$ cat src/rtl/mem_stage_pkg.sv
// Shared types and lane helpers for the memory-access stage.
// Size/sign decode follows fn3: 000 B, 001 H, 010 W, 100 BU, 101 HU.
package mem_stage_pkg;

  typedef enum logic [1:0] {
    IDLE,
    ACCESS,
    WB
  } state_t;

  localparam logic [2:0] FN3_B  = 3'b000;
  localparam logic [2:0] FN3_H  = 3'b001;
  localparam logic [2:0] FN3_W  = 3'b010;
  localparam logic [2:0] FN3_BU = 3'b100;
  localparam logic [2:0] FN3_HU = 3'b101;

  // fn3[1:0] alone selects the access size; 011/110/111 fall to word
  function automatic logic is_byte(input logic [2:0] fn3);
    return fn3[1:0] == 2'b00;
  endfunction

  function automatic logic is_half(input logic [2:0] fn3);
    return fn3[1:0] == 2'b01;
  endfunction

  function automatic logic misaligned(
    input logic [2:0] fn3,
    input logic [1:0] off
  );
    logic m;
    m = 1'b0;
    unique case (1'b1)
      is_byte(fn3): m = 1'b0;
      is_half(fn3): m = off[0];
      default:      m = off != 2'b00;
    endcase
    return m;
  endfunction

  function automatic logic [1:0] align_off(
    input logic [2:0] fn3,
    input logic [1:0] off
  );
    logic [1:0] o;
    o = 2'b00;
    unique case (1'b1)
      is_byte(fn3): o = off;
      is_half(fn3): o = {off[1], 1'b0};
      default:      o = 2'b00;
    endcase
    return o;
  endfunction

  function automatic logic [3:0] be_gen(
    input logic [2:0] fn3,
    input logic [1:0] off
  );
    logic [3:0] be;
    be = 4'b1111;
    unique case (1'b1)
      is_byte(fn3): be = 4'b0001 << off;
      is_half(fn3): be = off[1] ? 4'b1100 : 4'b0011;
      default:      be = 4'b1111;
    endcase
    return be;
  endfunction

  function automatic logic [31:0] store_replicate(
    input logic [2:0]  fn3,
    input logic [31:0] data
  );
    logic [31:0] w;
    w = data;
    unique case (1'b1)
      is_byte(fn3): w = {4{data[7:0]}};
      is_half(fn3): w = {2{data[15:0]}};
      default:      w = data;
    endcase
    return w;
  endfunction

endpackage

$ cat src/rtl/mem_access_stage_load_align.sv
// Load lane select and sign/zero extension.
// Purely combinational; offset is already aligned to the access size.
module load_align
  import mem_stage_pkg::*;
#(
  parameter int XLEN = 32
) (
  input  logic [XLEN-1:0] rdata,
  input  logic [1:0]      off,
  input  logic [2:0]      fn3,
  output logic [XLEN-1:0] result
);

  logic [7:0]  b;
  logic [15:0] h;

  assign b = rdata[{off, 3'b000} +: 8];
  assign h = off[1] ? rdata[31:16] : rdata[15:0];

  always_comb begin
    result = rdata;
    unique case (1'b1)
      fn3 == FN3_B:  result = {{(XLEN-8){b[7]}}, b};
      fn3 == FN3_BU: result = {{(XLEN-8){1'b0}}, b};
      fn3 == FN3_H:  result = {{(XLEN-16){h[15]}}, h};
      fn3 == FN3_HU: result = {{(XLEN-16){1'b0}}, h};
      default:       result = rdata;
    endcase
  end

endmodule

$ cat src/rtl/mem_access_stage.sv
// Memory-access stage: one req/ack data access per op, then one writeback beat.
// Define MISALIGN_TRAP_EN to trap misaligned H/W accesses instead of aligning them.
module mem_access_stage
  import mem_stage_pkg::*;
#(
  parameter int XLEN        = 32,
  parameter int RD_W        = 5,
  parameter int ACK_TIMEOUT = 16
) (
  input  logic            clk,
  input  logic            reset,
  input  logic            ex_valid,
  output logic            ex_ready,
  input  logic [XLEN-1:0] alu_out,
  input  logic [XLEN-1:0] rs2_data,
  input  logic [2:0]      fn3,
  input  logic            mem_read,
  input  logic            mem_write,
  input  logic            reg_write,
  input  logic [RD_W-1:0] rd,
  output logic            dm_req,
  output logic            dm_we,
  output logic [XLEN-1:0] dm_addr,
  output logic [3:0]      dm_be,
  output logic [XLEN-1:0] dm_wdata,
  input  logic [XLEN-1:0] dm_rdata,
  input  logic            dm_ack,
  output logic            wb_valid,
  output logic            wb_we,
  output logic [RD_W-1:0] wb_rd,
  output logic [XLEN-1:0] wb_data,
  output logic            bus_err
);

  localparam int CW = (ACK_TIMEOUT > 2) ? $clog2(ACK_TIMEOUT) : 1;

  state_t state;
  state_t state_nx;

  logic [CW-1:0]   cnt;
  logic            accept;
  logic            is_mem;
  logic            trap;
  logic            timeout;
  logic [1:0]      off_in;
  logic [1:0]      off_q;
  logic [2:0]      fn3_q;
  logic            st_q;
  logic            we_q;
  logic            err_q;
  logic            dmwe_q;
  logic [XLEN-1:0] ld_res;

  assign accept  = ex_valid & ex_ready;
  assign is_mem  = mem_read | mem_write;
  assign off_in  = align_off(fn3, alu_out[1:0]);
  assign timeout = cnt == CW'(ACK_TIMEOUT - 1);

`ifdef MISALIGN_TRAP_EN
  assign trap = is_mem & misaligned(fn3, alu_out[1:0]);
`else
  assign trap = 1'b0;
`endif

  assign ex_ready = state == IDLE;
  assign dm_req   = state == ACCESS;
  assign dm_we    = dm_req & dmwe_q;
  assign wb_valid = state == WB;
  assign wb_we    = wb_valid & we_q;
  assign bus_err  = wb_valid & err_q;

  load_align #(
    .XLEN(XLEN)
  ) u_align (
    .rdata (dm_rdata),
    .off   (off_q),
    .fn3   (fn3_q),
    .result(ld_res)
  );

  always_ff @(posedge clk or posedge reset) begin
    if (reset) state <= IDLE;
    else       state <= state_nx;
  end

  always_comb begin
    state_nx = state;
    unique case (state)
      IDLE: begin
        if (accept) state_nx = (is_mem & ~trap) ? ACCESS : WB;
      end
      ACCESS: begin
        if (dm_ack | timeout) state_nx = WB;
      end
      WB:      state_nx = IDLE;
      default: state_nx = IDLE;
    endcase
  end

  always_ff @(posedge clk or posedge reset) begin
    if (reset) begin
      cnt      <= '0;
      off_q    <= '0;
      fn3_q    <= '0;
      st_q     <= 1'b0;
      we_q     <= 1'b0;
      err_q    <= 1'b0;
      dmwe_q   <= 1'b0;
      dm_addr  <= '0;
      dm_be    <= '0;
      dm_wdata <= '0;
      wb_rd    <= '0;
      wb_data  <= '0;
    end else begin
      unique case (state)
        IDLE: begin
          if (accept) begin
            cnt     <= '0;
            wb_rd   <= rd;
            st_q    <= mem_write;
            err_q   <= trap;
            we_q    <= reg_write & ~trap & ~mem_write;
            wb_data <= is_mem ? '0 : alu_out;
            if (is_mem & ~trap) begin
              off_q    <= off_in;
              fn3_q    <= fn3;
              dmwe_q   <= mem_write;
              dm_addr  <= {alu_out[XLEN-1:2], 2'b00};
              dm_be    <= be_gen(fn3, off_in);
              dm_wdata <= store_replicate(fn3, rs2_data);
            end
          end
        end
        ACCESS: begin
          // an ack in the final timeout cycle still completes normally
          if (dm_ack) begin
            wb_data <= st_q ? '0 : ld_res;
          end else if (timeout) begin
            err_q   <= 1'b1;
            we_q    <= 1'b0;
            wb_data <= '0;
          end else begin
            cnt <= cnt + 1'b1;
          end
        end
        default: ;
      endcase
    end
  end

endmodule

$ cat config.mk
export PLATFORM = sky130hd
export DESIGN_NAME = mem_access_stage
export DESIGN_NICKNAME = d
export VERILOG_FILES = /design/src/rtl/mem_stage_pkg.sv /design/src/rtl/mem_access_stage_load_align.sv /design/src/rtl/mem_access_stage.sv
export SDC_FILE = /design/constraint.sdc
export NUM_CORES = 1
export LEC_CHECK = 0
export BUFFER_PORTS_ARGS = -buffer_cell sky130_fd_sc_hd__buf_2
export CORE_UTILIZATION = 50
export DETAILED_ROUTE_END_ITERATION = 10
export PLACE_DENSITY = 0.81
export SETUP_SLACK_MARGIN = 0.5
export SYNTH_ARGS = -nofsm -noshare
export SYNTH_HDL_FRONTEND = slang
export SYNTH_SLANG_ARGS = --single-unit
$ cat constraint.sdc
create_clock -name clk -period 4.8 [get_ports clk]
set_clock_uncertainty 0.05 [all_clocks]
set_input_delay 0.96 -clock clk [delete_from_list [all_inputs] [get_ports clk]]
set_output_delay 0.96 -clock clk [all_outputs]
set_load 0.05 [all_outputs]
Yosys cells after proc, flatten, opt, wreduce, memory -nomap -nowiden
Index checks and enable logic that the tools add are counted.

Register bits: 118. Logic and storage cells: 75.

$add $sub $neg: 1. Eq/ne operators: 13. Shift-type cells: 2. Muxes and demuxes: 28. Bitwise gates (word level): 8. Reductions and logical operators: 10.

Operator list (count): 32-bit 2-to-1 mux (5); 32-bit case mux with 2 select lines (2); 32-bit case mux with 4 select lines (1); 32-bit by 6-bit indexed part select with 8-bit output (1); 16-bit 2-to-1 mux (1); 4-bit 2-to-1 mux (4); 4-bit case mux with 2 select lines (2); 2-bit case mux with 2 select lines (2); 4-bit AND reduction (2); 3-bit == test (second input constant) (2); 1-bit 2-to-1 mux (6); 2-bit 2-to-1 mux (3); 2-bit by 1-bit != test with 1-bit output (second input constant) (3); 3-bit AND reduction (2); 1-bit bitwise AND (5); 4-bit by 1-bit adder with 4-bit output (second input constant) (1); 2-bit by 1-bit == test with 1-bit output (second input constant) (2); 4-bit == test (second input constant) (1); 2-bit logical NOT (2); 2-bit != test (second input constant) (2); 1-bit case mux with 2 select lines (2); 2-bit AND reduction (2); 1-bit by 2-bit left shift with 4-bit output (first input constant) (1); 3-bit by 1-bit == test with 1-bit output (second input constant) (1); 6 further kinds (7).

Logic depth before layout (Yosys ltp)
Gate-level depths: netlist of run 1.

Word-level depth: 5. Mapped depth: 7. Mapped depth without buffers: 5.

Cells and area by module
From an unflattened synthesis of run 1, not the netlist that was laid out.

Cell total of the unflattened synthesis: 534. Area total of the unflattened synthesis: 6102.1 um^2.

Modules (own cells, without submodules): mem_access_stage (times used 1, cells an instance 413, area each 5341.4 um^2, seq. area each 2952.8 um^2); load_align (times used 1, cells an instance 121, area each 760.7 um^2, seq. area each 0.0 um^2).

Worst setup path before layout of run 1
No wires, ideal clock.

Path type: reg2out. Start: register state[1]. End: output bus_err. Data arrival time: 1813 ps. Data required time: 3790 ps. Path slack: 1977 ps. Stages on the path, launching flop included: 4. Buffers on the path: 1. Path through: dfrtp_1 > buf_4 > nor2b_1 > and2_1.

Longest elaborated chain between the ends: 2.

RTL lines: from (decl) (line mem_access_stage.sv:37) `state_t state;`; from (signal assigned) (line mem_access_stage.sv:83) `else state <= state_nx;`; 2-bit == test (line mem_access_stage.sv:68) `assign wb_valid = state == WB;`; via wb_valid (line mem_access_stage.sv:28) `output logic wb_valid,`; 1-bit bitwise AND (line mem_access_stage.sv:70) `assign bus_err = wb_valid & err_q;`; to (decl) (line mem_access_stage.sv:32) `output logic bus_err`.

The timed path passes the listed nets, and every way through them passes these cells.

Worst setup path after layout of run 1
Start: register state[0]. End: output dm_we.

Longest elaborated chain between the ends: 2.

RTL lines: 2-bit by 1-bit == test with 1-bit output (line mem_access_stage.sv:66) `assign dm_req = state == ACCESS;`; 1-bit bitwise AND (line mem_access_stage.sv:67) `assign dm_we = dm_req & dmwe_q;`; to (decl) (line mem_access_stage.sv:22) `output logic dm_we,`.

No other way between the ends.

==> results.tsv, run 1 <==
stage	metric	value	unit
global_route	first-pass GRT wire length	26700	um
power_and_ir_drop	leakage	3.85	nW
power_and_ir_drop	clock power share	18.9	%
synthesis	share of the synthesized area in the top cell type	49.1	%
setup_path	Setup crit end kind	output pin	
setup_path	Slowest-stage cell, CP	dfrtp_1	
setup_path	crit path max fanout	11	
clock_network	Worst-Skew Late Latency	410	ps
clock_network	clock sink count	118	
setup_path	Setup CP Type	reg2out	
global_route	M2 GR Usage	46.3	%
floorplan	chip height	112	um
sta	Fin Setup TNS	0	ps
clock_network	number of buffers created by CTS	17	
clock_network	clock buffer depth	2	
placement	pre-CTS setup slack	1730	ps
synthesis	#FFs+latches synth	118	
routing	antenna viol nets, final	0	
clock_network	clk root buf	clkbuf_16	
setup_path	critical path launch point type	register	
placement	detailed placer's ending HPWL	12300	um
hold_path	hold path start	dm_wdata[12]$_DFFE_PP0P_	
layout	commonest cells after routing, fill and taps aside	219 x buf_2, 118 x dfrtp_1, 74 x nand2_1	
power_and_ir_drop	worst vdd ir	522	uV
sta	setup ws final	2030	ps
placement	GP Congestion	0.868	
global_route	largest net degree at the start of global routing	56	
routing	drt pass-1 iters	8	
clock_network	post-CTS sizing	0	
synthesis	Yosys top cell by area	dfrtp_1	
setup_path	max incr delay on CP	540	ps
synthesis	register area share after synthesis	49.1	%
layout	design area	0.00772	sq mm
synthesis	ys async rst share	100	%
sta	Final Cycle Share	57.7	%
power_and_ir_drop	Comb power frac	52.8	%
hold_path	Hold/Removal Path Class	reg2reg	
synthesis	leading post-synthesis cells by cell area	dfrtp_1 49%, mux2_4 9.0%, mux2i_1 6.2%, nand2_1 4.6%, o21ai_0 2.9%	
global_route	M3 GR Usage	4.79	%
power_and_ir_drop	P_int	0.00324	W
layout	commonest non-fill, non-tap cell in the layout	buf_2	
setup_path	Top delay family on crit path	simple AND/OR/NAND/NOR gates	
setup_path	CP arrival	1760	ps
sta	Final Max Tran Viols	0	
clock_network	CTS clock-pin slew for the worst setup and hold paths	50	ps
global_route	grt ovf	0	
global_route	gr busiest metal	met2	
flow_run	Max-Cap Viols	0	
global_route	vias in the first global route	5108	
global_route	initial antenna violation count	1	
outcome	outcome	finished, violations left	
power_and_ir_drop	power per standard cell area	840	mW/mm^2
placement	Placed Cells	895	
sta	final setup vio count	0	
sta	fin crit period	2770	ps
sta	slew of the pin with the lowest slew margin	1090	ps
setup_path	Setup crit start	state[0]$_DFFE_PP0P_	
sta	RSZ-0062 raised after global routing	false	
clock_network	hold buffers post-CTS	0	
clock_network	CTS tree	done	
placement	Placed Area	0.00714	sq mm
setup_path	Critical Path RT	3790	ps
layout	layout cells sized above 1	39.8	%
outcome	violated checks	DRC	
routing	wire per inst	18.1	um
power_and_ir_drop	part of the power in registers	28.3	%
setup_path	RR Startpoint	state[1]$_DFFE_PP0P_	
synthesis	Syn Inst Count	565	
layout	fillers	901	
synthesis	Cell variety after synth	54	
synthesis	number of synthesized flops with an enable pin	0	
layout	Area growth syn-to-layout	28.4	%
floorplan	total die area	0.0125	sq mm
routing	routed vias/inst	5.68	
routing	final wirelength	16800	um
routing	DR DRC count	15	
global_route	Global Route met1 Usage	34.7	%
setup_path	cells along the critical path	nor2b_2 -> and2_1 -> buf_2	
power_and_ir_drop	Switching Fraction	50.1	%
routing	Initial DRC Count	473	
sta	Hold Fails Final Rpt	0	
floorplan	overall die width	112	um
layout	fin cells	928	
synthesis	syn_area_per_cell	10.6	sq um
global_route	Tot GR Track Use	27.7	%
routing	Vias	5272	
sta	achievable frequency	361	MHz
floorplan	Row Count	39	
setup_path	WP buf/inv	1	
layout	number of nets in the layout	883	
floorplan	initial core utilization	52.0	%
synthesis	ys flop type	dfrtp_1	
floorplan	Core ar.	0.0116	sq mm
floorplan	Top Ports	222	
synthesis	Post-Syn Area	0.00602	sq mm
placement	I/O Buffers	219	
clock_network	buffers inserted by post-CTS timing repair	0	
power_and_ir_drop	P_sw	0.00325	W
sta	slew margin rel.	27.5	%
synthesis	YS warnings	0	
clock_network	CTS H-tree lvls	4	
[final cells by class]
class	instances	area (sq um)	area share (%)
multi-input combinational	401	2840	36.7
tap	143	179	2.32
clock inverter	9	100	1.30
antenna	1	2.50	0.0324
clock buffer	23	478	6.19
inverter	7	28.8	0.373
timing repair buffer	226	1150	14.9
sequential	118	2950	38.2
[path summary, 6_finish.rpt]
kind / slack (ps) / to / cells after the start
max: 2030 / dm_we / 3
max in group asynchronous: 3200 / dm_addr[9]$_DFFE_PP0P_ / 3
min reg2reg: 420 / dm_wdata[12]$_DFFE_PP0P_ / 2
max reg2reg: 2190 / dm_addr[25]$_DFFE_PP0P_ / 4
min in group asynchronous: 490 / dm_be[2]$_DFFE_PP0P_ / 2
min: 420 / dm_wdata[12]$_DFFE_PP0P_ / 2
[synthesized netlist by cell type (10+ instances only)]
cell	number
buf_2	17
nand3_1	24
a21oi_1	32
nor2_1	35
o211ai_1	10
nand4_1	16
mux2_4	36
o21ai_0	35
dfrtp_1	118
mux2i_1	37
clkbuf_1	13
nand2_1	74
[power groups by stage]
| stage | Clock [W] | Combinational (W) | Sequential (W) |
|---|---|---|---|
| floorplan | 0 | 0.00125 | 0.00323 |
| global placement | 0 | 0.00335 | 0.00181 |
| detailed placement | 0 | 0.00342 | 0.00183 |
| CTS | 0.00124 | 0.00343 | 0.00183 |
| global route | 0.00128 | 0.00359 | 0.00190 |
| finish | 0.00123 | 0.00342 | 0.00184 |
[worst register-to-register path, delay by kind of cell (launching register included)]
| kind | cells | cell delay [ps] |
|---|---|---|
| AND/OR/NAND/NOR | 1 | 620 |
| flip-flops | 1 | 550 |
| AO/OA/AOI/OAI | 1 | 430 |
| buffers and inverters | 1 | 430 |
| multiplexers | 1 | 400 |
[metrics by stage]
step           utilization [%]  hold WS, ps  power, W
2_1_floorplan                -          408   0.00449
3_3_place_gp              61.8          408   0.00517
3_5_place_dp              61.8          418   0.00525
4_1_cts                   66.8          430   0.00651
5_1_grt                   66.8          453   0.00677
6_report                  66.8          424   0.00649
[sequential cells by signal (all words and copies together) (netlist names)]
name      count
cnt           4
dm_addr      30
fn3_q         3
dmwe_q        1
off_q         2
err_q         1
dm_wdata     32
we_q          1
wb_data      32
state         2
wb_rd         5
dm_be         4
st_q          1
[logic make-up after synthesis]
group	count (synthesis)	synth area share, %
fa+ha+maj	1	0.208
buf+inv	47	4.22
flops	118	49.1
simple gates	193	16.0
mux	87	17.9
other cells	1	0.0623
compound gates	117	12.4
xor+xnor	1	0.146
[routing by layer]
metal | vias to the layer above | wire (um) | share of wire [%]
met3 | 43 | 1190 | 7.0
li1 | 2432 | - | -
met5 | - | 0 | 0
met2 | 250 | 8310 | 49
met4 | 0 | 555 | 3.3
met1 | 2547 | 6760 | 40
Note: power is estimated with default switching activity, not from simulation.
==> inputs of run 2 (changes only) <==
--- a/config.mk
+++ b/config.mk
@@ -6,9 +6,9 @@
 export NUM_CORES = 1
 export LEC_CHECK = 0
 export BUFFER_PORTS_ARGS = -buffer_cell sky130_fd_sc_hd__buf_2
-export CORE_UTILIZATION = 50
+export CORE_UTILIZATION = 45
 export DETAILED_ROUTE_END_ITERATION = 10
-export PLACE_DENSITY = 0.81
+export PLACE_DENSITY = 0.77
 export SETUP_SLACK_MARGIN = 0.5
 export SYNTH_ARGS = -nofsm -noshare
 export SYNTH_HDL_FRONTEND = slang
==> constraint.sdc (replaced) <==
create_clock -name clk -period 2.3 [get_ports clk]
set_clock_uncertainty 0.05 [all_clocks]
set_input_delay 0.46 -clock clk [delete_from_list [all_inputs] [get_ports clk]]
set_output_delay 0.46 -clock clk [all_outputs]
set_load 0.05 [all_outputs]
==> run 2 against run 1 <==
  * The flow now finishes without violations
  * Hold slack worse by 240 ps
  * Largest power group unchanged
  * Sequential cell count unchanged
  * Critical endpoint unchanged
  * Non-clock buffer count grew 32
  * Worst setup slack got worse by 1600 ps
==> results.tsv, run 2 (synthesis results as in run 1) <==
stage	metric	value	unit	change
outcome	outcome	finished, final reports clean		
sta	slew margin rel.	57.5	%	+30 points
power_and_ir_drop	Comb power frac	54.3	%	+1.5 points
setup_path	crit path max fanout	5		-6
floorplan	Row Count	41		+5.1%
global_route	M2 GR Usage	43.6	%	-2.7 points
routing	wire per inst	18.4	um	+1.6%
sta	Hold Fails Final Rpt	0		unchanged
layout	fin cells	989		+6.6%
routing	Vias	5448		+3.3%
global_route	gr busiest metal	met2		
routing	Initial DRC Count	484		+2.3%
routing	routed vias/inst	5.51		-3.0%
power_and_ir_drop	leakage	4.08	nW	+6.1%
power_and_ir_drop	part of the power in registers	26.6	%	-1.7 points
power_and_ir_drop	P_sw	0.00704	W	+120%
clock_network	number of buffers created by CTS	17		unchanged
hold_path	Hold/Removal Path Class	in2async		
flow_run	Max-Cap Viols	0		unchanged
routing	drt pass-1 iters	5		-3
power_and_ir_drop	P_int	0.00732	W	+130%
sta	RSZ-0062 raised after global routing	true		
layout	design area	0.00828	sq mm	+7.2%
setup_path	Critical Path RT	1790	ps	-2000 ps
floorplan	overall die width	118	um	+5.3%
sta	Final Cycle Share	81.1	%	
power_and_ir_drop	power per standard cell area	1730	mW/mm^2	+110%
placement	detailed placer's ending HPWL	12500	um	+2.1%
layout	commonest cells after routing, fill and taps aside	213 x buf_2, 113 x dfrtp_1, 74 x nand2_1		
routing	antenna viol nets, final	0		unchanged
sta	slew of the pin with the lowest slew margin	638	ps	-450 ps
clock_network	clock buffer depth	2		unchanged
power_and_ir_drop	clock power share	19.1	%	+0.2 points
placement	I/O Buffers	219		unchanged
sta	Fin Hold WS	180	ps	-244 ps
sta	final setup vio count	0		unchanged
global_route	largest net degree at the start of global routing	119		+110%
layout	number of nets in the layout	916		+3.7%
setup_path	critical path launch point type	register		
clock_network	hold buffers post-CTS	0		unchanged
clock_network	Worst-Skew Late Latency	410	ps	about the same
setup_path	CP arrival	1360	ps	-400 ps
global_route	Global Route met1 Usage	31.4	%	-3.3 points
power_and_ir_drop	Tot Pwr	0.0144	W	+120%
placement	Placed Cells	930		+3.9%
layout	ant diodes	0		-1
global_route	vias in the first global route	5539		+8.4%
layout	layout cells sized above 1	44.7	%	+4.9 points
clock_network	CTS clock-pin slew for the worst setup and hold paths	50	ps	about the same
global_route	grt ovf	0		unchanged
sta	fin crit period	1870	ps	
layout	FF+latch area	0.00296	sq mm	+0.21%
layout	Multi-input gate area	0.00296	sq mm	+4.2%
sta	Fin Setup TNS	0	ps	unchanged
sta	Final Max Tran Viols	0		unchanged
floorplan	initial core utilization	46.9	%	-5.1 points
global_route	Tot GR Track Use	26.6	%	-1.2 points
placement	GP Congestion	0.844		-2.8%
floorplan	chip height	118	um	+5.3%
floorplan	Core ar.	0.0128	sq mm	+11%
global_route	initial antenna violation count	1		unchanged
floorplan	total die area	0.0138	sq mm	+11%
layout	fillers	1014		+13%
global_route	M3 GR Usage	8.72	%	+3.9 points
layout	Area growth syn-to-layout	37.6	%	
routing	final wirelength	18200	um	+8.2%
clock_network	CTS H-tree lvls	4		unchanged
clock_network	CTS tree	done		
clock_network	clk root buf	clkbuf_16		
power_and_ir_drop	Switching Fraction	49.0	%	-1.1 points
global_route	first-pass GRT wire length	28800	um	+7.6%
placement	Placed Area	0.00727	sq mm	+1.7%
layout	commonest non-fill, non-tap cell in the layout	buf_2		
setup_path	Setup crit end kind	output pin		
layout	Top Registers	dm_wdata (32), wb_data (32), dm_addr (30)		
sta	achievable frequency	536	MHz	
setup_path	Setup CP Type	reg2out		
routing	DR DRC count	0		-15
power_and_ir_drop	worst vdd ir	828	uV	+59%
clock_network	clock sink count	118		unchanged
floorplan	Top Ports	222		unchanged
-- run 2: changes by cell type in the layout (fill, tap and decap cells not counted), sizes merged --
cell    previous run  this run
a211o              1         2
buf              226       258
inv                7         6
bufinv             2         3
diode              1         0
-- run 2: path summary, 6_finish.rpt --
path	endpoint	slack [ps]	cells after the start	startpoint
setup reg to reg	dm_wdata[6]$_DFFE_PP0P_	530	5	state[1]$_DFFE_PP0P_
max in group asynchronous	fn3_q[0]$_DFFE_PP0P_	1520	3	reset
hold / removal	dm_addr[2]$_DFFE_PP0P_	180	3	reset
min in group clk	fn3_q[2]$_DFFE_PP0P_	220	2	fn3[2]
setup / recovery	dm_we	430	3	state[0]$_DFFE_PP0P_
hold reg to reg	dm_be[2]$_DFFE_PP0P_	420	2	dm_be[2]$_DFFE_PP0P_
-- run 2: power groups by stage --
stage               registers [W]  logic (W)  clock network [W]
floorplan                 0.00675    0.00264                  0
global placement          0.00374    0.00715                  0
detailed placement        0.00380    0.00727                  0
CTS                       0.00379    0.00755            0.00278
global route              0.00394    0.00819            0.00288
finish                    0.00383    0.00780            0.00274
-- run 2: worst max-delay path, stage by stage (launching register included) --
cell     delay (ps)
dfrtp_2         430
nor2b_4         210
and2_4          170
buf_8           140
-- run 2: layer usage --
metal / vias up / share of wire, %
met5: - / 0
met4: 0 / 3.5
met3: 47 / 8.5
met2: 292 / 49
met1: 2612 / 39
li1: 2497 / -
-- run 2: final cells by class --
type	instances	share of cell area (%)
clock buffer	23	5.89
clock inverter	9	1.48
inverter	7	0.363
multi-input combinational	402	35.7
sequential	118	35.7
tap	172	2.60
timing repair buffer	258	18.2
-- run 2: repair_timing --
action,in CTS,in global routing
buffers inserted,11,15
resized for setup,33,21
pin swaps,2,7
cloned,0,1
endpoints found under the setup margin,78,55
hold endpoints to repair,0,0
-- run 2: stage by stage --
step           utilization (%)  setup slack, ps
6_report                  64.6              435
5_1_grt                   64.6              385
4_1_cts                   62.9              437
3_5_place_dp              56.7              204
3_3_place_gp              56.7              299
2_1_floorplan                -              349
